$ cat config.mk
export PLATFORM = sky130hd
export DESIGN_NAME = keypad_scanner_flat
export DESIGN_NICKNAME = d
export VERILOG_FILES = /design/src/rtl/keypad_scanner_if.sv /design/src/rtl/keypad_scanner.sv /design/src/flat_wrapper.sv
export SDC_FILE = /design/constraint.sdc
export NUM_CORES = 1
export LEC_CHECK = 0
export ABC_AREA = 1
export BUFFER_PORTS_ARGS = -buffer_cell sky130_fd_sc_hd__buf_2
export CAP_MARGIN = 40
export CORE_AREA = 2 2 72 60
export CTS_CLUSTER_DIAMETER = 120
export DETAILED_ROUTE_END_ITERATION = 10
export DIE_AREA = 0 0 74 62
export PLACE_DENSITY = 0.76
export SETUP_SLACK_MARGIN = 0.1
export SLEW_MARGIN = 20
export SYNTH_ARGS = -nofsm -noshare
export SYNTH_HDL_FRONTEND = slang
export SYNTH_SLANG_ARGS = --single-unit
$ cat constraint.sdc
create_clock -name clk -period 4.3 [get_ports clk]
set_input_delay 0.86 -clock clk [delete_from_list [all_inputs] [get_ports clk]]
set_output_delay 0.86 -clock clk [all_outputs]
set_load 0.005 [all_outputs]
$ cat src/rtl/keypad_scanner_if.sv
// Keypad-facing signal bundle: row sense in, column drive and decoded key out.
// The scanner takes the slave side; the keypad/board model takes the master side.
interface keypad_scanner_if;
    logic [3:0] row;
    logic [3:0] col;
    logic [3:0] key_value;
    logic       key_valid;
    logic       key_pulse;

    modport master (
        output row,
        input  col,
        input  key_value,
        input  key_valid,
        input  key_pulse
    );

    modport slave (
        input  row,
        output col,
        output key_value,
        output key_valid,
        output key_pulse
    );
endinterface

$ cat src/rtl/keypad_scanner.sv
// 4x4 keypad scanner: rotates a one-hot column drive, debounces press and release on scan ticks.
// Latency: key_valid/key_pulse appear one cycle after the DEBOUNCE_TICKS-th stable tick.
// Backpressure: none; key_pulse is a single-cycle strobe and key_valid is a level.
module keypad_scanner #(
    parameter int SCAN_DIV_BITS  = 17,
    parameter int DEBOUNCE_TICKS = 4
) (
    input logic             clk,
    input logic             reset_p,
    keypad_scanner_if.slave kp
);
    typedef enum logic [1:0] {
        SCAN     = 2'd0,
        DEBOUNCE = 2'd1,
        PRESSED  = 2'd2,
        RELEASE  = 2'd3
    } state_t;

    localparam logic [2:0] DB_TICKS = 3'(DEBOUNCE_TICKS);
    localparam logic [SCAN_DIV_BITS-1:0] DIV_ONE = {{(SCAN_DIV_BITS-1){1'b0}}, 1'b1};

    state_t                   r_state;
    state_t                   w_state_nxt;
    logic [3:0]               r_row_m;
    logic [3:0]               r_row_s;
    logic [SCAN_DIV_BITS-1:0] r_div;
    logic [2:0]               r_cnt;
    logic [2:0]               w_cnt_nxt;
    logic [3:0]               r_row_lat;
    logic [3:0]               w_row_lat_nxt;
    logic [3:0]               r_col;
    logic [3:0]               w_col_nxt;
    logic [3:0]               r_key_value;
    logic [3:0]               w_key_value_nxt;
    logic                     r_key_valid;
    logic                     w_key_valid_nxt;
    logic                     r_key_pulse;
    logic                     w_key_pulse_nxt;
    logic                     w_tick;
    logic                     w_row_zero;
    logic                     w_row_onehot;
    logic [2:0]               w_cnt_inc;

    function automatic logic [1:0] f_idx(input logic [3:0] v);
        logic [1:0] idx;
        idx = 2'd0;
        case (v)
            4'b0010: idx = 2'd1;
            4'b0100: idx = 2'd2;
            4'b1000: idx = 2'd3;
            default: idx = 2'd0;
        endcase
        return idx;
    endfunction

    // Row lines are asynchronous to clk, so only the twice-registered copy is used.
    always_ff @(posedge clk) begin
        if (reset_p) begin
            r_row_m <= 4'b0000;
            r_row_s <= 4'b0000;
            r_div   <= '0;
        end else begin
            r_row_m <= kp.row;
            r_row_s <= r_row_m;
            r_div   <= r_div + DIV_ONE;
        end
    end

    assign w_tick       = &r_div;
    assign w_row_zero   = (r_row_s == 4'b0000);
    assign w_row_onehot = !w_row_zero && ((r_row_s & (r_row_s - 4'd1)) == 4'b0000);
    assign w_cnt_inc    = r_cnt + 3'd1;

    always_comb begin
        w_state_nxt     = r_state;
        w_cnt_nxt       = r_cnt;
        w_row_lat_nxt   = r_row_lat;
        w_col_nxt       = r_col;
        w_key_value_nxt = r_key_value;
        w_key_valid_nxt = r_key_valid;
        w_key_pulse_nxt = 1'b0;
        if (w_tick) begin
            case (r_state)
                SCAN: begin
                    if (w_row_zero) begin
                        w_col_nxt = {r_col[2:0], r_col[3]};
                    end else if (w_row_onehot) begin
                        w_row_lat_nxt = r_row_s;
                        w_cnt_nxt     = 3'd1;
                        w_state_nxt   = DEBOUNCE;
                    end
                end
                DEBOUNCE: begin
                    if (w_row_zero) begin
                        w_cnt_nxt   = 3'd0;
                        w_state_nxt = SCAN;
                    end else if (!w_row_onehot) begin
                        w_cnt_nxt = 3'd0;
                    end else if (r_row_s == r_row_lat) begin
                        w_cnt_nxt = w_cnt_inc;
                        if (w_cnt_inc == DB_TICKS) begin
                            w_state_nxt     = PRESSED;
                            w_key_value_nxt = {f_idx(r_row_lat), f_idx(r_col)};
                            w_key_valid_nxt = 1'b1;
                            w_key_pulse_nxt = 1'b1;
                        end
                    end else begin
                        // A different single key took over mid-debounce: restart on it.
                        w_row_lat_nxt = r_row_s;
                        w_cnt_nxt     = 3'd1;
                    end
                end
                PRESSED: begin
                    if (w_row_zero) begin
                        w_cnt_nxt   = 3'd1;
                        w_state_nxt = RELEASE;
                    end
                end
                RELEASE: begin
                    if (w_row_zero) begin
                        w_cnt_nxt = w_cnt_inc;
                        if (w_cnt_inc == DB_TICKS) begin
                            w_cnt_nxt       = 3'd0;
                            w_state_nxt     = SCAN;
                            w_key_valid_nxt = 1'b0;
                        end
                    end else begin
                        w_state_nxt = PRESSED;
                    end
                end
                default: begin
                    w_state_nxt = SCAN;
                end
            endcase
        end
    end

    always_ff @(posedge clk) begin
        if (reset_p) begin
            r_state     <= SCAN;
            r_cnt       <= 3'd0;
            r_row_lat   <= 4'b0000;
            r_col       <= 4'b0001;
            r_key_value <= 4'h0;
            r_key_valid <= 1'b0;
            r_key_pulse <= 1'b0;
        end else begin
            r_state     <= w_state_nxt;
            r_cnt       <= w_cnt_nxt;
            r_row_lat   <= w_row_lat_nxt;
            r_col       <= w_col_nxt;
            r_key_value <= w_key_value_nxt;
            r_key_valid <= w_key_valid_nxt;
            r_key_pulse <= w_key_pulse_nxt;
        end
    end

    assign kp.col       = r_col;
    assign kp.key_value = r_key_value;
    assign kp.key_valid = r_key_valid;
    assign kp.key_pulse = r_key_pulse;
endmodule
$ cat src/flat_wrapper.sv
// flat-port wrapper written by rule: the top's interface ports become plain ports
module keypad_scanner_flat 
#(
    parameter int SCAN_DIV_BITS  = 17,
    parameter int DEBOUNCE_TICKS = 4
)
  (clk, reset_p, kp_row, kp_col, kp_key_value, kp_key_valid, kp_key_pulse);
  keypad_scanner_if kp_i ();
  input logic clk;
  input logic reset_p;
  input wire logic [$bits(kp_i.row)-1:0] kp_row;
  output wire logic [$bits(kp_i.col)-1:0] kp_col;
  output wire logic [$bits(kp_i.key_value)-1:0] kp_key_value;
  output wire logic [$bits(kp_i.key_valid)-1:0] kp_key_valid;
  output wire logic [$bits(kp_i.key_pulse)-1:0] kp_key_pulse;
  assign kp_i.row = kp_row;
  assign kp_col = kp_i.col;
  assign kp_key_value = kp_i.key_value;
  assign kp_key_valid = kp_i.key_valid;
  assign kp_key_pulse = kp_i.key_pulse;
  keypad_scanner #(.SCAN_DIV_BITS(SCAN_DIV_BITS), .DEBOUNCE_TICKS(DEBOUNCE_TICKS)) u_core (.clk(clk), .reset_p(reset_p), .kp(kp_i));
endmodule
# After elaboration in Yosys (flattened, before gate mapping)

Cells that the tools add are included.

Logic and storage cells: 94
Bits in registers: 44

$add $sub $neg: 3
Bitwise logic cells: 6
Mux-type cells: 35
Equality and inequality tests: 25
Reductions and logical operators: 15

Operator list:

| operator                                               | number |
|---|---|
| AND reduction 24 bit                                   | 2 |
| 2-to-1 mux 3 bit                                       | 8 |
| AND reduction 23 bit                                   | 1 |
| AND reduction 22 bit                                   | 1 |
| AND reduction 21 bit                                   | 1 |
| 2-to-1 mux 4 bit                                       | 5 |
| AND reduction 19 bit                                   | 1 |
| 2-to-1 mux 2 bit                                       | 9 |
| adder 17 x 1 -> 17 bit (second input constant)         | 1 |
| AND reduction 17 bit                                   | 1 |
| inequality test 2 x 1 -> 1 bit (second input constant) | 7 |
| case mux 2 bit (3 select lines)                        | 2 |
| case mux 3 bit (4 select lines)                        | 1 |
| inequality test 3 x 1 -> 1 bit (second input constant) | 3 |
| == test 4 x 2 -> 1 bit (second input constant)         | 2 |
| == test 4 x 3 -> 1 bit (second input constant)         | 2 |
| == test 4 bit (second input constant)                  | 2 |
| logical NOT 4 bit                                      | 2 |
| case mux 2 bit (4 select lines)                        | 1 |
| case mux 4 bit (2 select lines)                        | 1 |
| 2-to-1 mux 1 bit                                       | 7 |
| inequality test 2 bit (second input constant)          | 3 |
| OR reduction 6 bit                                     | 1 |
| NOT 1 bit                                              | 5 |
| 13 further kinds                                       | 15 |

# Depth between registers and ports, before layout

Depth after elaboration: 7
Depth in mapped cells: 12
Mapped depth without buffers: 12

# Worst setup path before layout

OpenSTA, ideal clock, no wires.

Kind: reg2reg
Start: reg u_core.r_div[0]
End: reg u_core.r_div[16]
Path buffers: 0
Arrival time: 1.498 ns
Period minus slack after synthesis: 1.626 ns
Stages on the path, launching flop included: 11
Setup slack: 2.674 ns
Path through: dfxtp_1 > ha_1 > nand2_1 > nor2_4 > nand2_2 > nor2_1 > nand2_1 > nor3_1 > ha_1 > inv_1 > nor2_1

Longest elaborated chain between the ends: 1

Ends and longest elaborated chain:

| item                   | line                 | RTL |
|---|---|---|
| start, declared        | keypad_scanner.sv:26 | `logic [SCAN_DIV_BITS-1:0] r_div;` |
| start signal, assigned | keypad_scanner.sv:65 | `r_div <= r_div + DIV_ONE;` |
| adder 17 x 1 -> 17 bit | keypad_scanner.sv:65 |  |

No other way between the ends.
A chain may end at the register's enable or synchronous reset.

# Final worst setup path

Start: reg u_core.r_div[0]
End: reg u_core.r_key_pulse (netlist: u_core.kp.key_pulse)

Longest elaborated chain between the ends: 3

Ends and longest elaborated chain:

| item                                | line                  | RTL |
|---|---|---|
| AND reduction 17 bit                | keypad_scanner.sv:69  | `assign w_tick = &r_div;` |
| NOT 1 bit (no source line)          | --                    |  |
| OR reduction 6 bit (no source line) | --                    |  |
| end signal, assigned                | keypad_scanner.sv:154 | `r_key_pulse <= w_key_pulse_nxt;` |
| end, declared                       | keypad_scanner.sv:37  | `logic r_key_pulse;` |

No other way between the ends.

==> flow_summary.rst <==
.. list-table::
   :header-rows: 1

   * - Metric
     - Value
   * - H-tree levels
     - 2
   * - Worst endpoint data arrival time
     - 2.12 ns
   * - Worst slew pin tran
     - 0.614 ns
   * - Core region area
     - 3970 µm²
   * - Number of antenna violations at the first check in global routing
     - 0
   * - Final hold violation count
     - 0
   * - Number of max-slew violations in the final report
     - 0
   * - Post-detailed-route count of antenna-violating nets
     - 0
   * - Top post-synthesis cells by count
     - nand2_1, inv_1, nor2_1, dfxtp_1, o21ai_0
   * - Critical Path Start Type
     - flip-flop
   * - Net count after synthesis
     - 332
   * - Via count
     - 1934
   * - Clock tree root buffer cell
     - clkbuf_8
   * - Top-level I/O count
     - 16
   * - Share of final-layout standard cells stronger than drive strength 1
     - 11.5%
   * - Predominant post-synthesis flop cell
     - dfxtp_1
   * - Netlist area before placement
     - about 2200 µm²
   * - Number of buffers inserted during clock tree synthesis
     - 5
   * - Library cell contributing the largest single delay on the critical path
     - dfxtp_1
   * - Worst slew slack as a fraction of its limit
     - around 60%
   * - Buffers inserted during post-CTS setup optimization
     - 0
   * - Pin count of the biggest net entering global routing
     - 24
   * - Cell breakdown of the critical path
     - ha_1, nand2_1, nor2_4, nand2_2, nor2_1, nand2_1, nor3_1, ha_1, nand2_1, nor3_1
   * - Max Freq
     - 531 MHz
   * - Seq/Total Area, Yosys
     - 40.3%
   * - Number of synthesis warnings
     - 0
   * - Overall track demand over capacity in global routing
     - between 20% and 30%
   * - Cell repeated most along the worst path
     - nand2_1
   * - Critical path's largest stage delay
     - 0.36 ns
   * - Number of iterations in the first detailed-routing pass
     - 4
   * - Sort of element at the end of the critical path
     - flip-flop
   * - Setup Total Neg Slack
     - 0 ns
   * - Power Density
     - 292 nW/µm²
   * - Setup repair after global routing missed its margin
     - no
   * - Quantity of I/O buffers inserted on ports
     - 15
   * - Share of synthesized flip-flops with an asynchronous set or reset
     - 0%
   * - Fin util
     - around 60%
   * - Type of the worst setup path
     - reg -> reg
   * - Nets@finish
     - 350
   * - Synth top area share
     - 40.3%
   * - Max Clock Skew
     - around 0.0088 ns
   * - Sinks on Clock Net
     - 44
   * - Number of placement rows
     - 21
   * - Number of instances in the synthesized netlist
     - 321
   * - Wire per inst
     - 10.5 µm
   * - Post-synth cell types
     - 28
   * - CTS-repair resized insts
     - 0
   * - Share of the clock period used by the worst path after layout
     - 43.8%
   * - Ant diodes
     - 0
   * - Lkg Pwr
     - 1.12 nW
   * - Leading post-synthesis cells by cell area
     - dfxtp_1, nand2_1, inv_1
   * - Max-capacitance violation count
     - 0
   * - Avg Vias per Cell
     - 4.88
   * - Sum of net half-perimeters after detailed placement
     - 3.02 mm
   * - Post-route minimum period
     - 1.88 ns
   * - Gr ovfl total
     - 0
   * - Die X
     - 74 µm
   * - Die H
     - 62 µm
   * - Number of enable flip-flop cells after synthesis
     - 0
   * - Global-route wire length before repair
     - 7.28 mm
   * - Library cell with the highest instance count after synthesis
     - nand2_1
   * - Avg Synthesized Cell Area
     - 6.81 µm²
   * - Most area-hungry cell type in the Yosys netlist
     - dfxtp_1
   * - Starting utilization of the core area
     - 55.1%
   * - Initial DRC count
     - 131
   * - Maximum fanout encountered on the critical timing path
     - 4
   * - Die area
     - 4590 µm²
   * - Hold buffer count at CTS
     - 0
   * - Number of flip-flops and latches in the synthesized netlist
     - between 40 and 50
   * - Critical Path RT
     - ~4.5 ns
   * - Final setup vio count
     - 0
   * - Layout area overhead
     - 9.67%
   * - Routed Wire Length
     - between 4 and 5 mm
   * - Global placer's final weighted congestion
     - 0.923
   * - Number of global-route vias before repair
     - 1703
   * - Register clock-pin slew on the reported worst setup and hold paths
     - 0.08 ns
   * - Status
     - finished clean
   * - Worst supply voltage drop on vdd
     - 0.178 mV
   * - CTS tree
     - yes
   * - Remaining routing DRC violations
     - 0
   * - Maximum root-to-sink buffer count
     - 2
   * - Path category of the worst min-delay check
     - reg -> reg
   * - Clock Latency Late Sink
     - 0.30 ns
==> worst max-delay path, delay by kind of cell, from the launching register on <==
family | cells | cell delay, ns
flops | 1 | 0.36
simple gates | 8 | 1.08
fa+ha+maj | 2 | 0.35
==> report_power, final <==
part / leakage (nW) / switching [W] / total (W) / internal (W)
Combinational: 0.724 / 0.0000225 / 0.0000339 / 0.0000114
Clock: 0.0400 / 0.000139 / 0.000249 / 0.000110
Sequential: 0.357 / 0.00000382 / 0.000417 / 0.000413
==> state kept, by name (all words and copies together) (netlist names), named ones only <==
signal               cells
u_core.kp.col            4
u_core.kp.key_pulse      1
u_core.kp.key_valid      1
u_core.kp.key_value      4
u_core.r_cnt             3
u_core.r_div            17
u_core.r_row_lat         4
u_core.r_row_m           4
u_core.r_row_s           4
u_core.r_state           1
==> logic make-up after synthesis <==
| kind of cell | count (synthesis) | synth area share [%] |
|---|---|---|
| adders and majority gates | 5 | 2.86 |
| buffers and inverters | 66 | 11.4 |
| xor gates and xnor gates | 3 | 1.20 |
| DFF | 44 | 40.3 |
| and+or+nand+nor | 156 | 32.6 |
| AOI/OAI and AO/OA | 47 | 11.7 |
==> per-stage QoR <==
step / power (W) / hold WS [ns] / std cells / cell area, µm² / worst slack, ns
floorplan: 0.000452 / 0.388 / 321 / 2190 / 2.67
global placement: 0.000459 / 0.395 / 389 / 2320 / 2.28
detailed placement: 0.000460 / 0.395 / 389 / 2320 / 2.26
CTS: 0.000706 / 0.407 / 396 / 2400 / 2.41
global route: 0.000728 / 0.432 / 396 / 2400 / 2.15
finish: 0.000700 / 0.404 / 396 / 2400 / 2.42
==> metal layers <==
metal,vias to the layer above,track usage (%),routed length (µm)
li1,1039,-,-
met1,845,27.8,2040
met2,42,33.3,1880
met3,8,4.35,169
met4,0,8.57,74
met5,-,0,0
==> layout by cell type, fill, tap and decap left out <==
master / netlist / layout
xnor2_1: 1 / 1
clkinvlp_4: 0 / 1
nor3b_1: 1 / 1
o21a_1: 3 / 3
nor2_1: 50 / 50
ha_1: 5 / 5
o211ai_1: 2 / 2
nand2_2: 4 / 4
inv_2: 2 / 2
clkbuf_8: 0 / 5
nand3_1: 9 / 9
buf_2: 1 / 15
nand3_2: 2 / 2
nor2_4: 2 / 2
a21boi_0: 1 / 1
nor2_2: 4 / 4
nand4_1: 8 / 8
nor3_1: 12 / 12
a21oi_1: 18 / 18
dfxtp_1: 44 / 44
nor3_4: 1 / 1
xor2_1: 2 / 2
clkinv_2: 1 / 2
a31oi_1: 2 / 2
nand2_1: 62 / 62
o21ai_0: 20 / 20
nand3b_4: 1 / 1
a211oi_1: 1 / 1
inv_1: 59 / 59
==> final cells by class <==
type / instances / area (µm²)
clock inverter: 2 / 12.5
tap: 57 / 71.3
clock buffer: 5 / 68.8
fill: 392 / 1570
timing repair buffer: 15 / 75.1
multi-input combinational: 211 / 1060
inverter: 62 / 234
sequential: 44 / 881
==> worst paths after layout <==
path / from / to / slack [ns] / depth (start not counted)
max: u_core.r_div[0]$_SDFF_PP0_ / u_core.kp.key_pulse$_SDFF_PP0_ / 2.42 / 10
min: u_core.r_row_m[0]$_SDFF_PP0_ / u_core.r_row_s[0]$_SDFF_PP0_ / 0.40 / 2
min reg2reg: u_core.r_row_m[0]$_SDFF_PP0_ / u_core.r_row_s[0]$_SDFF_PP0_ / 0.40 / 2
max reg2reg: u_core.r_div[0]$_SDFF_PP0_ / u_core.kp.key_pulse$_SDFF_PP0_ / 2.42 / 10
Power figures use the tool's default switching activity.
